**src/rtl/xfer_pkg.sv**
```systemverilog
// Shared types for the transfer sequencer: engine states and arbitration-mode constants.
package xfer_pkg;

    typedef enum logic [1:0] {
        IDLE  = 2'd0,
        READ  = 2'd1,
        WRITE = 2'd2,
        DONE  = 2'd3
    } xfer_state_t;

    localparam int ARB_FIXED = 0;
    localparam int ARB_RR    = 1;

endpackage

```
**src/rtl/xfer_sequencer_arb.sv**
```systemverilog
// Request arbiter: fixed priority (lowest index wins) or round-robin from an internal pointer.
module rr_arbiter
    import xfer_pkg::*;
#(
    parameter int NUM_CH  = 6,
    parameter int RR_MODE = ARB_FIXED
) (
    input  logic              clk,
    input  logic              rst,
    input  logic [NUM_CH-1:0] req,
    input  logic              grant_en,
    output logic [NUM_CH-1:0] grant
);

    localparam int PTR_W = (NUM_CH > 1) ? $clog2(NUM_CH) : 1;

    logic [PTR_W-1:0]  ptr_reg, ptr_next;
    logic [PTR_W-1:0]  win;
    logic [NUM_CH-1:0] grant_raw;
    logic              found;
    int                start;
    int                idx;

    // Scan all channels once, starting at the pointer in round-robin mode.
    always_comb begin
        grant_raw = '0;
        win       = '0;
        found     = 1'b0;
        idx       = 0;
        start     = (RR_MODE == ARB_RR) ? int'(ptr_reg) : 0;
        for (int i = 0; i < NUM_CH; i++) begin
            idx = start + i;
            if (idx >= NUM_CH) begin
                idx = idx - NUM_CH;
            end
            if (!found && req[idx]) begin
                grant_raw[idx] = 1'b1;
                win            = PTR_W'(idx);
                found          = 1'b1;
            end
        end
    end

    assign grant = grant_en ? grant_raw : '0;

    always_comb begin
        ptr_next = ptr_reg;
        if (grant_en && found) begin
            ptr_next = (win == PTR_W'(NUM_CH - 1)) ? '0 : win + 1'b1;
        end
    end

    always_ff @(posedge clk) begin
        if (rst) begin
            ptr_reg <= '0;
        end else begin
            ptr_reg <= ptr_next;
        end
    end

endmodule

```
**src/rtl/xfer_sequencer.sv**
```systemverilog
// Multi-channel copy engine: arbitrates descriptors, then moves one beat at a time as a
// read/write handshake pair, reporting per-channel done/err with an ack timeout.
module xfer_sequencer
    import xfer_pkg::*;
#(
    parameter int NUM_CH  = 6,
    parameter int ADDR_W  = 16,
    parameter int DATA_W  = 32,
    parameter int LEN_W   = 8,
    parameter int RR_MODE = ARB_FIXED,
    parameter int TIMEOUT = 255
) (
    input  logic                      clk,
    input  logic                      rst,
    input  logic [NUM_CH-1:0]         req_valid,
    output logic [NUM_CH-1:0]         req_ready,
    input  logic [NUM_CH*ADDR_W-1:0]  req_src,
    input  logic [NUM_CH*ADDR_W-1:0]  req_dst,
    input  logic [NUM_CH*LEN_W-1:0]   req_len,
    output logic                      rd_req,
    output logic [ADDR_W-1:0]         rd_addr,
    input  logic                      rd_ack,
    input  logic [DATA_W-1:0]         rd_data,
    output logic                      wr_req,
    output logic [ADDR_W-1:0]         wr_addr,
    output logic [DATA_W-1:0]         wr_data,
    input  logic                      wr_ack,
    output logic [NUM_CH-1:0]         done,
    output logic [NUM_CH-1:0]         err,
    output logic                      busy,
    output logic [$clog2(NUM_CH)-1:0] active_ch
);

    localparam int CH_W   = $clog2(NUM_CH);
    localparam int WAIT_W = $clog2(TIMEOUT + 1);
    localparam logic [WAIT_W-1:0] WAIT_MAX = WAIT_W'(TIMEOUT);

    typedef struct packed {
        logic [ADDR_W-1:0] src;
        logic [ADDR_W-1:0] dst;
        logic [LEN_W-1:0]  len;
    } desc_t;

    xfer_state_t       state_reg, state_next;
    desc_t             desc_reg, desc_next;
    logic [LEN_W-1:0]  beat_reg, beat_next;
    logic [DATA_W-1:0] hold_reg, hold_next;
    logic [CH_W-1:0]   ch_reg, ch_next;
    logic              err_reg, err_next;
    logic [WAIT_W-1:0] wait_reg, wait_next;

    desc_t             desc_arr [NUM_CH];
    desc_t             sel_desc;
    logic [NUM_CH-1:0] grant;
    logic [CH_W-1:0]   win_idx;
    logic              grant_en;

    for (genvar gi = 0; gi < NUM_CH; gi++) begin : g_unpack
        assign desc_arr[gi].src = req_src[gi*ADDR_W +: ADDR_W];
        assign desc_arr[gi].dst = req_dst[gi*ADDR_W +: ADDR_W];
        assign desc_arr[gi].len = req_len[gi*LEN_W +: LEN_W];
    end

    // Grants are suppressed during reset so req_ready reads 0 while rst is high.
    assign grant_en = (state_reg == IDLE) && !rst;

    rr_arbiter #(
        .NUM_CH  (NUM_CH),
        .RR_MODE (RR_MODE)
    ) u_arb (
        .clk      (clk),
        .rst      (rst),
        .req      (req_valid),
        .grant_en (grant_en),
        .grant    (grant)
    );

    assign req_ready = grant;
    assign busy      = (state_reg != IDLE);
    assign active_ch = ch_reg;

    always_comb begin
        win_idx = '0;
        for (int i = 0; i < NUM_CH; i++) begin
            if (grant[i]) begin
                win_idx = CH_W'(i);
            end
        end
    end

    assign sel_desc = desc_arr[win_idx];

    always_comb begin
        state_next = state_reg;
        desc_next  = desc_reg;
        beat_next  = beat_reg;
        hold_next  = hold_reg;
        ch_next    = ch_reg;
        err_next   = err_reg;
        rd_req     = 1'b0;
        rd_addr    = '0;
        wr_req     = 1'b0;
        wr_addr    = '0;
        wr_data    = '0;
        done       = '0;
        err        = '0;

        case (state_reg)
            IDLE: begin
                if (|grant) begin
                    desc_next  = sel_desc;
                    ch_next    = win_idx;
                    beat_next  = '0;
                    err_next   = (sel_desc.len == '0);
                    state_next = (sel_desc.len == '0) ? DONE : READ;
                end
            end
            READ: begin
                // The wait limit takes precedence: strobe drops and the beat is abandoned.
                if (wait_reg == WAIT_MAX) begin
                    err_next   = 1'b1;
                    state_next = DONE;
                end else begin
                    rd_req  = 1'b1;
                    rd_addr = desc_reg.src + ADDR_W'(beat_reg);
                    if (rd_ack) begin
                        hold_next  = rd_data;
                        state_next = WRITE;
                    end
                end
            end
            WRITE: begin
                if (wait_reg == WAIT_MAX) begin
                    err_next   = 1'b1;
                    state_next = DONE;
                end else begin
                    wr_req  = 1'b1;
                    wr_addr = desc_reg.dst + ADDR_W'(beat_reg);
                    wr_data = hold_reg;
                    if (wr_ack) begin
                        beat_next  = beat_reg + 1'b1;
                        state_next = (beat_next == desc_reg.len) ? DONE : READ;
                    end
                end
            end
            DONE: begin
                done[ch_reg] = 1'b1;
                err[ch_reg]  = err_reg;
                state_next   = IDLE;
            end
            default: state_next = IDLE;
        endcase
    end

    // Wait counter restarts on every state change and only runs while a strobe is pending.
    always_comb begin
        wait_next = '0;
        if ((state_next == state_reg) && ((state_reg == READ) || (state_reg == WRITE))) begin
            wait_next = wait_reg + 1'b1;
        end
    end

    always_ff @(posedge clk) begin
        if (rst) begin
            state_reg <= IDLE;
            desc_reg  <= '0;
            beat_reg  <= '0;
            hold_reg  <= '0;
            ch_reg    <= '0;
            err_reg   <= 1'b0;
            wait_reg  <= '0;
        end else begin
            state_reg <= state_next;
            desc_reg  <= desc_next;
            beat_reg  <= beat_next;
            hold_reg  <= hold_next;
            ch_reg    <= ch_next;
            err_reg   <= err_next;
            wait_reg  <= wait_next;
        end
    end

endmodule

```
**config.mk**
```make
export PLATFORM = sky130hd
export DESIGN_NAME = xfer_sequencer
export DESIGN_NICKNAME = d
export VERILOG_FILES = /design/src/rtl/xfer_pkg.sv /design/src/rtl/xfer_sequencer_arb.sv /design/src/rtl/xfer_sequencer.sv
export SDC_FILE = /design/constraint.sdc
export NUM_CORES = 1
export LEC_CHECK = 0
export ABC_AREA = 1
export BUFFER_PORTS_ARGS = -buffer_cell sky130_fd_sc_hd__buf_2
export CAP_MARGIN = 20
export CORE_AREA = 4 4 140 142
export CTS_CLUSTER_SIZE = 16
export DETAILED_ROUTE_END_ITERATION = 7
export DIE_AREA = 0 0 144 146
export PLACE_DENSITY = 0.79
export SYNTH_ARGS = -nofsm -noshare
export SYNTH_HDL_FRONTEND = slang
export SYNTH_SLANG_ARGS = --single-unit
```
**constraint.sdc**
```tcl
create_clock -name clk -period 3 [get_ports clk]
set_input_delay 0.45 -clock clk [delete_from_list [all_inputs] [get_ports clk]]
set_output_delay 0.45 -clock clk [all_outputs]
set_load 0.01 [all_outputs]
```
# Word level (Yosys, flattened, before mapping)
# Cells that the tools add are included.
[word_totals]
out_inout_bits = 88
in_bits = 282
register_bits = 94
[op_classes]
eq_ne = 10
reduce_logical = 27
addsub = 4
muxes = 47
bitwise = 4
magnitude_cmp = 3
[op_table]
columns = ["cell", "count"]
rows = [
  ["40-bit binary-select mux with 3-bit select", 1],
  ["40-bit two-way mux", 2],
  ["16-bit two-way mux", 4],
  ["32-bit two-way mux", 2],
  ["16-bit by 8-bit adder with 16-bit output", 2],
  ["8-bit two-way mux", 3],
  ["6-bit two-way mux", 3],
  ["1-bit two-way mux", 17],
  ["8-bit by 1-bit adder with 8-bit output, second input constant", 2],
  ["2-bit two-way mux", 8],
  ["8-bit one-hot mux with 2 select lines", 1],
  ["3-bit two-way mux", 3],
  ["8-bit equality test", 1],
  ["8-bit equality test, second input constant", 1],
  ["1-bit logical AND", 8],
  ["8-bit logical NOT", 1],
  ["2-bit one-hot mux with 4 select lines", 1],
  ["6-bit AND", 1],
  ["1-bit logical NOT", 6],
  ["3-bit AND reduction", 2],
  ["2-bit nonzero test", 3],
  ["6-bit OR reduction", 1],
  ["2-bit equality test, second input constant", 2],
  ["4-bit greater-or-equal comparator, second input constant", 1],
  ["other kinds (15)", 19],
]

# Logic depth before layout (Yosys ltp)
[depth]
ltp_word = 34
mapped_depth = 20
mapped_depth_nobuf = 19

# By module
# Synthesis repeated with hierarchy kept, for this count alone.
[hier_totals]
cells_unflattened = 1234
hier_area_um2 = 7474.7
[by_module_without_submodules]
columns = ["module", "n_inst", "seq_area_each_um2", "cells_per_inst", "area_per_inst_um2"]
rows = [
  ["xfer_sequencer", 1, 1881.8, 1215, 7395.8],
  ["rr_arbiter", 1, 0.0, 19, 78.8],
]

# Least setup slack after synthesis
# Ideal clock, no wire load.
[synth_path]
path_kind = "reg2out"
startpoint = "register beat_reg[0]"
endpoint = "output port wr_addr[12]"
n_path_buf = 0
t_arrival_ns = 2.122
slack_ns = 0.428
path_stages_with_launch = 14
required_ns = 2.550
cell_sequence = "dfxtp_1 ha_1 fa_1 nand3_1 nand2_1 nand2_1 nand2_1 a21oi_1 nor2_1 o21ai_0 nand2_1 nand2_1 nor2_1 a211oi_1"
[synth_between]
elab_chain_cells = 3
[synth_rtl]
columns = ["item", "line_no", "source"]
rows = [
  ["start: declaration", "xfer_sequencer.sv:46", "logic [LEN_W-1:0] beat_reg, beat_next;"],
  ["start signal: assignment", "xfer_sequencer.sv:175", "beat_reg <= beat_next;"],
  ["16-bit by 8-bit adder with 16-bit output", "xfer_sequencer.sv:138", "wr_addr = desc_reg.dst + ADDR_W'(beat_reg);"],
  ["16-bit two-way mux", "xfer_sequencer.sv:133", "if (wait_reg == WAIT_MAX) begin"],
  ["16-bit two-way mux", "xfer_sequencer.sv:108", "case (state_reg)"],
  ["end: declaration", "xfer_sequencer.sv:25", "output logic [ADDR_W-1:0] wr_addr,"],
]
# No other way between the ends.

# Worst setup path in the final report
[layout_path]
startpoint = "register beat_reg[0]"
endpoint = "output port rd_addr[12]"
[layout_between]
elab_chain_cells = 3
[layout_rtl]
columns = ["item", "line_no", "source"]
rows = [
  ["16-bit by 8-bit adder with 16-bit output", "xfer_sequencer.sv:125", "rd_addr = desc_reg.src + ADDR_W'(beat_reg);"],
  ["16-bit two-way mux", "xfer_sequencer.sv:120", "if (wait_reg == WAIT_MAX) begin"],
  ["16-bit two-way mux", "xfer_sequencer.sv:108", ""],
  ["end: declaration", "xfer_sequencer.sv:21", "output logic [ADDR_W-1:0] rd_addr,"],
]
# No other way between the ends.

==> results.yml <==
final_layout:
  mostFrequentLayoutCells: "366 x buf_2, 235 x nand2_1, 129 x nor2_1"
  layout_commonest_cell: "buf_2"
  fin_cells: 1766
  area_growth_pct: 38.3
  fin_nets: 1830
  nFillCells: 1819
  largest_register_ffs: 40
  final_area_um2: 9990
  drive_gt1_frac: 0.345
timing:
  min_period_ns: 3.09
  finalSetupViolations: 5
  drv_slew: 0
  finalHoldViolations: 0
  setup_ws_ns: -0.0869
  holdWs_ns: 0.382
  worst_pin_slew_ns: 0.608
  relSlewSlack: 0.595
  rsz0062_at_grt: "true"
  fmax_mhz: 324
  fin_skew_ns: 0.0115
  fin_crit_sh: 1.03
cts:
  cts.sinks: 94
  numCtsBuffers: 9
  clk_pin_slew_ns: 0.07
  clk_path_buf_depth: 2
  insertion_delay_ns: 0.35
  cts_tree: "built"
  root_buffer: "clkbuf_16"
  htreeDepth: 3
flow_run:
  cap_viol_max_count: 0
setup_path:
  cp.required_ns: 2.55
  startpoint_type: "flip-flop"
  arrival_ns: 2.64
  critPathKind: "reg -> out"
  slowest_delay_ns: 0.41
  slowest_stage: "fa_2"
  cp_common_cell: "nand2_2"
  r2r_slack_ns: 0.31
  cp-end-kind: "output pin"
  path_cells: "ha_4 -> fa_2 -> nand3_2 -> nand2_2 -> nand2_2 -> nand2_2 -> a21oi_2 -> nor2_1 -> o21ai_1 -> nand2_1 -> nand2_2 -> nor2_2 -> nand2_1 -> o21ai_1 -> a21oi_1 -> buf_4"
  reg2regPathDepth: 20
  r2r_end: "wait_reg[6]"
  regToRegStartpoint: "state_reg[0]"
  worst-path-max-fanout: 3
power:
  ir_worst_vdd_v: 0.000302
  power.density_nw_per_um2: 596
  power_w: 0.00595
  p_leak_nw: 4.91
place:
  placed_area_um2: 9280
  place_ws_ns: 0.165
  port_buffers: 369
  place_hpwl_um: 22200
  routabilityCongestion: 0.982
  dp.cells: 1730
detailed_routing:
  drt-met1-wl_um: 11500
  initialDrtViolationCount: 553
  vias_per_cell: 5.23
  wl_met3_um: 2260
  drc: 0
  top_layer: "met5"
  first_pass_iters: 5
  wl_met2_um: 13600
  vias: 9239
  routedWlPerCell_um: 16.1
  final_antenna_net_count: 0
  routed_wl_um: 28400
synth:
  ys.flop_type: "dfxtp_1"
  synth-simple-area-share: 0.324
  synth.top_cell.area_share: 0.260
  ys_types: 44
  yosysWarnings: 0
  syn_avg_cell_area_um2: 6.17
  synthArstFlopShare: 0
  synthTopCellsByArea: "dfxtp_1 26%, nand2_1 13%, o21ai_0 8.2%, nor2_1 6.9%, a21oi_1 6.7%"
  syn_nets: 1478
  synthMuxAreaShare: 0
  synth_top_cell_by_area: "dfxtp_1"
  syn_area_um2: 7230
  postSynthCellCount: 1171
  synth_top_family_by_area: "simple AND/OR/NAND/NOR gates"
  synth_seq_cells: 94
  ys_seq_area_frac: 0.260
  synth_edf_count: 0
  synth-compound-area-share: 0.243
  synthAdderAreaFrac: 0.0454
  synth_xor_area_frac: 0.0206
grt:
  grt_remaining_overflow: 0
  antenna_found_initial: 5
  grtUsageTotal: 0.250
  grt_first_pass_wirelength_um: 42200
  grt_pass1_vias: 8351
  grt_max_degree: 79
hold_path:
  hp-class: "in -> reg"
  hold_start: "rd_data[27]"
  worstHoldPathCells: 3
  hold_end: "hold_reg[27]"
run_status:
  status: "finished with violations"
  violations: "setup timing"
floorplan:
  io_pins: 370
  initial_core_util: 0.392
  die_x_um: 144
  fp-row-count: 50
  coreArea_um2: 18500
  die_h_um: 146
  dieArea_um2: 21000
==> synth_stat cells, types with 4 or more instances <==
cell type,instances
nor2_2,11
buf_1,6
nand3b_1,10
buf_2,22
o211ai_1,34
xor2_1,11
inv_1,116
nand2_2,6
clkbuf_1,36
nand2_1,243
nor2_1,133
a31o_2,4
a31oi_1,19
inv_2,5
o21ai_0,119
or2_2,13
nand3_1,87
a21oi_1,97
nor3_1,17
a211oi_1,4
dfxtp_1,94
o22ai_1,16
xnor2_1,6
nand4_1,5
ha_1,23
==> metal layers <==
layer | vias to the layer above | GRT usage
li1 | 4603 | -
met1 | 4160 | 0.303
met2 | 408 | 0.422
met3 | 64 | 0.0552
met4 | 4 | 0.105
met5 | - | 0
==> what timing repair did <==
action,CTS,global route
pin swaps,3,22
hold buffers,0,0
buffers inserted,2,14
gates resized for setup,25,46
endpoints found under the setup margin,15,55
==> worst max-delay path by stage <==
stage	depth (start not counted)	end	start	slack, ns
floorplan	13	wr_addr[12]	beat_reg[0]	0.43
global placement	14	wr_addr[9]	beat_reg[2]	0.19
detailed placement	18	wait_reg[5]	state_reg[0]	0.17
CTS	14	wr_addr[9]	beat_reg[2]	-0.02
global route	16	rd_addr[12]	beat_reg[0]	-0.24
finish	16	rd_addr[12]	beat_reg[0]	-0.09
==> kinds of logic (layout without fill, tap and decap cells) <==
group / Yosys count / in the layout
other cells: 0 / 4
fa+ha+maj: 25 / 25
xor+xnor: 17 / 17
simple gates: 534 / 534
compound gates: 310 / 310
buf+inv: 191 / 548
flops: 94 / 94
==> layout make-up <==
| cell class | count | area, um2 | share of cell area |
|---|---|---|---|
| antenna | 4 | 10.0 | 0.00100 |
| sequential | 94 | 1900 | 0.190 |
| timing repair buffer | 410 | 2200 | 0.220 |
| tap | 234 | 293 | 0.0293 |
| inverter | 122 | 463 | 0.0463 |
| clock buffer | 10 | 239 | 0.0239 |
| clock inverter | 6 | 70.1 | 0.00701 |
| multi-input combinational | 886 | 4820 | 0.482 |
==> report_power, final <==
group | internal [W] | total (W) | switching, W
combinational | 0.00112 | 0.00294 | 0.00182
clock | 0.000674 | 0.00118 | 0.000501
sequential | 0.00156 | 0.00184 | 0.000282
==> worst max-delay path: cells and delay by family (launching register included) <==
kind	cells	cell delay, ns
compound gates	4	0.51
fa+ha+maj	2	0.58
buf+inv	1	0.15
flops	1	0.36
simple gates	9	0.70
==> metrics by stage <==
step / TNS [ns] / util
global placement: 0 / 0.503
finish: -0.307 / 0.542
CTS: -0.0207 / 0.526
detailed placement: 0 / 0.503
floorplan: 0 / -
global route: -1.71 / 0.541
No activity file was read; power rests on OpenSTA's default activity.
